### src/rtl/chunked_subtractor.sv
// chunked_subtractor: multi-cycle subtractor computing a - b - bin, CHUNK bits
// per clock from the LSB up. Registered results are held in DONE until consumed.
//
// Handshake: operands are accepted on a rising edge where in_valid & in_ready;
// in_ready is high only in IDLE with rst released. The result is offered while
// out_valid is high (DONE only) and is consumed on a rising edge where
// out_valid & out_ready, which returns the block to IDLE. A request presented
// in the same cycle as out_ready in DONE is not taken; it can be accepted one
// edge later, in IDLE.
module chunked_subtractor #(
  parameter int WIDTH = 8,
  parameter int CHUNK = 2
) (
  input  logic             clk,
  input  logic             rst,
  input  logic             in_valid,
  output logic             in_ready,
  input  logic [WIDTH-1:0] in_a,
  input  logic [WIDTH-1:0] in_b,
  input  logic             in_bin,
  output logic             out_valid,
  input  logic             out_ready,
  output logic [WIDTH-1:0] diff,
  output logic             borrow,
  output logic             ovf,
  output logic             zero,
  output logic             busy,
  output logic [1:0]       state_dbg
);

  localparam int STEPS  = (CHUNK >= 1) ? (WIDTH / CHUNK) : 1;
  localparam int STEP_W = (STEPS > 1) ? $clog2(STEPS) : 1;
  localparam logic [WIDTH-1:0] CHUNK_MASK = WIDTH'({CHUNK{1'b1}});

  // Reject parameter combinations that cannot be split into whole chunks.
  generate
    if (WIDTH < 1 || CHUNK < 1 || (WIDTH % CHUNK) != 0) begin : g_bad_params
      $error("chunked_subtractor: need WIDTH >= 1, CHUNK >= 1, WIDTH %% CHUNK == 0");
    end
  endgenerate

  typedef enum logic [1:0] {
    S_IDLE = 2'd0,
    S_RUN  = 2'd1,
    S_DONE = 2'd2
  } state_e;

  state_e              state_q, state_d;
  logic [WIDTH-1:0]    a_q, a_d;
  logic [WIDTH-1:0]    b_q, b_d;
  logic [WIDTH-1:0]    work_q, work_d;
  logic                borrow_w_q, borrow_w_d;
  logic [STEP_W-1:0]   step_q, step_d;
  logic [WIDTH-1:0]    diff_q, diff_d;
  logic                borrow_q, borrow_d;
  logic                ovf_q, ovf_d;
  logic                zero_q, zero_d;

  logic [31:0]         bit_off;
  logic [WIDTH-1:0]    a_sh;
  logic [WIDTH-1:0]    b_sh;
  logic [CHUNK-1:0]    a_chunk;
  logic [CHUNK-1:0]    b_chunk;
  logic [CHUNK:0]      chunk_sum;
  logic                chunk_borrow;
  logic [WIDTH-1:0]    work_ins;
  logic                last_step;

  // Current chunk: select operand bits at the step offset and subtract with borrow.
  always_comb begin
    bit_off      = 32'(step_q) * 32'(CHUNK);
    a_sh         = a_q >> bit_off;
    b_sh         = b_q >> bit_off;
    a_chunk      = a_sh[CHUNK-1:0];
    b_chunk      = b_sh[CHUNK-1:0];
    chunk_sum    = {1'b0, a_chunk} - {1'b0, b_chunk} - {{CHUNK{1'b0}}, borrow_w_q};
    chunk_borrow = chunk_sum[CHUNK];
    work_ins     = (work_q & ~(CHUNK_MASK << bit_off))
                 | (WIDTH'(chunk_sum[CHUNK-1:0]) << bit_off);
    last_step    = (step_q == STEP_W'(STEPS - 1));
  end

  // Next-state and datapath updates; results load only on the RUN->DONE edge.
  always_comb begin
    state_d    = state_q;
    a_d        = a_q;
    b_d        = b_q;
    work_d     = work_q;
    borrow_w_d = borrow_w_q;
    step_d     = step_q;
    diff_d     = diff_q;
    borrow_d   = borrow_q;
    ovf_d      = ovf_q;
    zero_d     = zero_q;
    case (state_q)
      S_IDLE: begin
        if (in_valid && in_ready) begin
          state_d    = S_RUN;
          a_d        = in_a;
          b_d        = in_b;
          borrow_w_d = in_bin;
          step_d     = '0;
          work_d     = '0;
        end
      end
      S_RUN: begin
        work_d     = work_ins;
        borrow_w_d = chunk_borrow;
        step_d     = step_q + STEP_W'(1);
        if (last_step) begin
          state_d  = S_DONE;
          diff_d   = work_ins;
          borrow_d = chunk_borrow;
          ovf_d    = (a_q[WIDTH-1] != b_q[WIDTH-1]) && (work_ins[WIDTH-1] != a_q[WIDTH-1]);
          zero_d   = (work_ins == '0);
        end
      end
      S_DONE: begin
        if (out_ready) state_d = S_IDLE;
      end
      default: state_d = S_IDLE;
    endcase
  end

  // State and datapath registers; reset clears everything immediately.
  always_ff @(posedge clk or negedge rst) begin
    if (!rst) begin
      state_q    <= S_IDLE;
      a_q        <= '0;
      b_q        <= '0;
      work_q     <= '0;
      borrow_w_q <= 1'b0;
      step_q     <= '0;
      diff_q     <= '0;
      borrow_q   <= 1'b0;
      ovf_q      <= 1'b0;
      zero_q     <= 1'b0;
    end else begin
      state_q    <= state_d;
      a_q        <= a_d;
      b_q        <= b_d;
      work_q     <= work_d;
      borrow_w_q <= borrow_w_d;
      step_q     <= step_d;
      diff_q     <= diff_d;
      borrow_q   <= borrow_d;
      ovf_q      <= ovf_d;
      zero_q     <= zero_d;
    end
  end

  // Status and result outputs; in_ready is gated by rst so it drops at once.
  always_comb begin
    in_ready  = rst && (state_q == S_IDLE);
    out_valid = (state_q == S_DONE);
    busy      = (state_q == S_RUN) || (state_q == S_DONE);
    diff      = diff_q;
    borrow    = borrow_q;
    ovf       = ovf_q;
    zero      = zero_q;
    state_dbg = state_q;
  end

endmodule

### config.mk
export PLATFORM = sky130hd
export DESIGN_NAME = chunked_subtractor
export DESIGN_NICKNAME = d
export VERILOG_FILES = /design/src/rtl/chunked_subtractor.sv
export SDC_FILE = /design/constraint.sdc
export NUM_CORES = 1
export LEC_CHECK = 0
export ABC_CLOCK_PERIOD_IN_PS = 5700
export CORE_UTILIZATION = 60
export CTS_CLUSTER_SIZE = 20
export DETAILED_ROUTE_END_ITERATION = 8
export DONT_BUFFER_PORTS = 1
export PLACE_DENSITY = 0.85
export SYNTH_ARGS = -nofsm -noshare
export SYNTH_HDL_FRONTEND = slang
export SYNTH_SLANG_ARGS = --single-unit
### constraint.sdc
create_clock -name clk -period 5.7 [get_ports clk]
set_clock_uncertainty 0.2 [all_clocks]
set_input_delay 0.855 -clock clk [delete_from_list [all_inputs] [get_ports clk]]
set_output_delay 0.855 -clock clk [all_outputs]
set_load 0.02 [all_outputs]
# Yosys cells after proc, flatten, opt, wreduce, memory -nomap -nowiden
# Index checks and enable logic that the tools add are counted.
classes:
  n_mux: 10
  bitwise_logic: 3
  eq_ne: 8
  reduce_logical: 11
  shift: 4
  add_sub_neg: 3
ops:
  columns: ["cell", "n"]
  rows:
  - ["8-bit one-hot mux with 2 select lines", 1]
  - ["8-bit by 3-bit right shift with 2-bit output", 2]
  - ["8-bit bitwise AND", 1]
  - ["8-bit logical NOT", 1]
  - ["2-bit two-way mux", 4]
  - ["8-bit two-way mux", 1]
  - ["8-bit NOT", 1]
  - ["8-bit bitwise OR", 1]
  - ["2-bit by 3-bit left shift with 8-bit output", 1]
  - ["2-bit by 3-bit left shift with 8-bit output (first input constant)", 1]
  - ["2-bit one-hot mux with 3 select lines", 1]
  - ["2-bit AND reduction", 3]
  - ["2-bit equality test (second input constant)", 2]
  - ["2-bit inequality test (second input constant)", 2]
  - ["2-bit one-hot mux with 2 select lines", 1]
  - ["1-bit logical AND", 3]
  - ["3-bit AND reduction", 1]
  - ["2-bit by 2-bit subtractor with 3-bit output", 1]
  - ["3-bit by 1-bit subtractor with 3-bit output", 1]
  - ["2-bit by 1-bit adder with 2-bit output (second input constant)", 1]
  - ["2-bit by 1-bit equality test with 1-bit output (second input constant)", 1]
  - ["2-bit logical NOT", 1]
  - ["1-bit inequality test", 2]
  - ["2-bit by 1-bit inequality test with 1-bit output (second input constant)", 1]
  - ["4 further kinds", 4]
word_totals:
  ff_bits: 40
  inputBits: 21
  output_inout_bits: 16
  word_cells: 49

# Depth between registers and ports, before layout
depth:
  depth_word: 7
  depth_mapped: 8
  depth_no_buf: 7

# Least setup slack after synthesis
# No wires, ideal clock.
synth_path:
  kind: "register -> register"
  from: "register step_q[0]"
  to: "register ovf_q (netlist: ovf)"
  stages_incl_launch_ff: 9
  path_buffers: 2
  required_time_ns: 5.418
  period_less_slack_ns: 3.347
  setup_time_ns: 0.082
  arrival_time_ns: 3.065
  slack_ns: 2.353
  cell_sequence: "dfrtp_1 -> buf_6 -> buf_2 -> mux4_2 -> fa_1 -> fa_1 -> and3b_4 -> or4b_1 -> a31oi_1"
synth_between:
  elab_chain_cells: 7
  word_cells_on_any_way: 13
  cone_classes: "add/sub (2); eq/ne (2); shift (4); bitwise (3); reduce/logical (2)"
synth_lines:
  columns: ["item", "line", "text"]
  rows:
  - ["start: declaration", "53", "logic [STEP_W-1:0] step_q, step_d;"]
  - ["start signal: assignment", "144", "step_q <= step_d;"]
  - ["8-bit by 3-bit right shift with 2-bit output, on equally long branches", "72, 73", null]
  - ["2-bit by 2-bit subtractor with 3-bit output", "76", "chunk_sum = {1'b0, a_chunk} - {1'b0, b_chunk} - {{CHUNK{1'b0}}, borrow_w_q};"]
  - ["3-bit by 1-bit subtractor with 3-bit output", "76", null]
  - ["2-bit by 3-bit left shift with 8-bit output", "79", "| (WIDTH'(chunk_sum[CHUNK-1:0]) << bit_off);"]
  - ["8-bit bitwise OR", "79", null]
  - ["1-bit inequality test", "114", "ovf_d = (a_q[WIDTH-1] != b_q[WIDTH-1]) && (work_ins[WIDTH-1] != a_q[WIDTH-1]);"]
  - ["1-bit logical AND", "114", null]
  - ["end signal: assignment", "147", "ovf_q <= ovf_d;"]
  - ["end: declaration", "56", "logic ovf_q, ovf_d;"]
# Parallel ways exist; a longest one is shown, timed or not.
# A chain may end at the register's enable or synchronous reset.

# Worst setup path after layout
# Ends and elaborated chain as after synthesis.

==> impl_results.md <==
- Outcome: completed
- Crit path max fanout: 18
- Top routing layer in use: met4
- Relative slew slack: approximately 49%
- Synth Register Bits: 39
- Most frequent CP cell: fa_1
- Crit-path max cell delay: 0.75 ns
- Syn nets: 232
- CP arrival: around 3.7 ns
- Slew @ Worst Pin: ~0.77 ns
- Vias in the first global route: 1476
- CTS tree: done
- Power Internal: 728.8 uW
- Dpl ws: around 2.1 ns
- PwrDens: between 600 and 700 nW/um^2
- Reg2reg end: ovf
- R2r setup slk: between 2 and 2.5 ns
- Max Root-Sink Buffers: 2
- IO Pins: 37
- Top post-synthesis cells by count: nand2_1, dfrtp_1, inv_1
- CTS root buf: clkbuf_4
- Average wire per standard cell: roughly 16 um
- Die span in x: ~60 um
- Critical Path End Type: flop
- DRC viols: 0
- Die Ht: slightly below 60 um
- Met2 WL: 1955 um
- Sequential-to-total area share from yosys stat: around half
- Yosys top cell area share: 49.09%
- Critical Path RT: just under 6 ns
- Met3 WL: ~300 um
- Final Max Slew Viols: 0
- Worst Setup Start Kind: flop
- Final wirelength: slightly below 4000 um
- CP cell instances: mux4_2 > fa_1 > fa_1 > and3b_4 > or4b_1 > a31oi_1
- Final setup fails: 0
- Clk pwr share: roughly 10%
- Overall Power: ~1300 uW
- Async set-reset flop share out of synthesis: 100.0%
- Site row count: 20
- Maximum number of pins on one net before global-route repair: 40
- Final #Nets: 231
- CTS Sinks: 39
- Area leader, netlist: dfrtp_1
- Synth area leaders: dfrtp_1, nand2_1, ha_1, mux4_2, o21ai_0
- Reg power frac: approximately two fifths
- Lkg Pwr: around 0.0010 uW
- Fmax: 277.2 MHz
- Post-layout util: 66.49%
- Sw Share: between 40 and 50%
- Routed vias/inst: 5.914
- # H-tree levels: 2
- Worst-Skew Late Latency: roughly 0.36 ns
- Mapped Cells: ~200
- Top-count cell post-synth: nand2_1
- Gate power share: about half
- Port bufs: 0
- HP Class: primary input to async pin
- Yosys warning total: 0
- Gr ovfl total: 0
- Cell Area, Synth: between 1500 and 2000 sq um
- Die footprint: between 3000 and 4000 sq um
- RSZ-0062 raised after global routing: no
- Final Cycle Share: a little over three fifths
- Initial antenna violation count: 0
- Dpl hpwl: 2813 um
- CTS Buf Count: 5
- R2R cell count: 6
- Ant. Diodes: 0
- Switching pwr: about 600 uW
- Setup CP Type: flop to flop
- Reg2reg start: step_q[0]
- First-pass GRT wire length: about 6700 um
- Clock transition at path regs: 0.11 ns
- DRT iter0 DRCs: between 80 and 90
- GP Congestion: a little under 0.9
- Setup_tns: 0 ns
- Final ANT Viol Nets: 0
- Initial Util: 64.07%
- Unique masters post-synth: roughly 40
- Ys flop type: dfrtp_1
- Hold_ws: about 0.11 ns
- Share of cells above drive strength 1: around 7%
- Core ar.: between 3000 and 4000 sq um
- Post-synth EDFFs: 0
- GRT Total Usage: between 20 and 30%
- Syn-to-layout area delta: 3.776%
- Fin. Hold Viols: 0
- Max Cap Viol: 0
- Syn avg cell area: slightly below 10 sq um
- VDD IR max: 0.2816 mV
- Met1 WL: around 1600 um
- Via count: between 1000 and 1500
- Slowest CP cell: dfrtp_1
- Min setup slack post-route: between 2 and 2.5 ns
- Drt first pass iters: 5
- Fin crit period: roughly 3.6 ns
repair_timing:
item                                    in CTS  in global routing
hold endpoints to repair                    39                  0
hold buffers                                 1                  0
gates resized for setup                      0                  0
setup buffers                                0                  0
endpoints found under the setup margin       0                  0
registers in the layout (all words and copies together), names as in the netlist:
| signal | cells |
|---|---|
| state_dbg | 2 |
| borrow | 1 |
| borrow_w_q | 1 |
| work_q | 7 |
| step_q | 2 |
| ovf | 1 |
| b_q | 8 |
| zero | 1 |
| a_q | 8 |
| diff | 8 |
worst max-delay path by stage:
| stage | slack [ns] | to | start |
|---|---|---|---|
| after floorplan | 2.35 | ovf | step_q[0] |
| after global placement | 2.24 | ovf | step_q[0] |
| after detailed placement | 2.13 | ovf | step_q[0] |
| after CTS | 2.11 | ovf | step_q[0] |
| after global routing | 1.93 | ovf | step_q[0] |
| final | 2.09 | ovf | step_q[0] |
power groups by stage:
| stage | Sequential (uW) | Clock, uW | Combinational [uW] |
|---|---|---|---|
| floorplan | 493 | 0 | 548 |
| global placement | 535 | 0 | 598 |
| detailed placement | 545 | 0 | 639 |
| CTS | 538 | 138 | 650 |
| global route | 559 | 154 | 726 |
| finish | 540 | 134 | 653 |
layout make-up:
type	count	area, sq um
Inverter	12	45.04
Timing Repair Buffer	1	20.02
Tap cell	44	55.05
Clock buffer	7	45.04
Sequential cell	39	975.9
Clock inverter	1	5.005
Fill cell	263	1040
Multi-Input combinational cell	141	917.1
layout by cell type, fill, tap and decap left out, types with 3 or more instances in the layout:
cell type	Yosys	layout
o2bb2ai_1	5	5
a21oi_1	5	5
inv_1	12	12
ha_1	8	8
a22o_1	3	3
nand3_1	3	3
mux4_2	3	3
a31oi_1	3	3
nand2b_1	4	4
dfrtp_1	39	39
and2_1	4	4
clkbuf_4	0	5
nor2_1	5	5
nand2_1	62	62
o21ai_0	9	9
per-stage QoR:
step / cell area (sq um) / instances
final: 2063 / 245
after global routing: 2063 / 245
after CTS: 2063 / 245
after detailed placement: 1993 / 236
after global placement: 1993 / 236
after floorplan: 1988 / 201
critical path: cells and delay by family (launching register included):
| family | cells | cell delay [ns] |
|---|---|---|
| compound gates | 1 | 0.19 |
| simple gates | 2 | 0.74 |
| flops | 1 | 0.75 |
| mux | 1 | 0.61 |
| fa+ha+maj | 2 | 1.05 |
layer usage:
layer	up-vias	global-route usage, %
li1	684	-
met1	698	31.49
met2	60	43.50
met3	7	11.35
met4	0	13.62
met5	-	0
cells by family (layout without fill, tap and decap cells):
logic type      count (synthesis)  count (layout)  share of synthesized area, %
buf+inv                        21              21                         4.783
fa+ha+maj                      10              10                         7.049
compound gates                 39              39                         14.35
simple gates                   87              87                         19.45
mux                             5               5                         5.286
flops                          39              39                         49.09
Power figures use the tool's default switching activity.
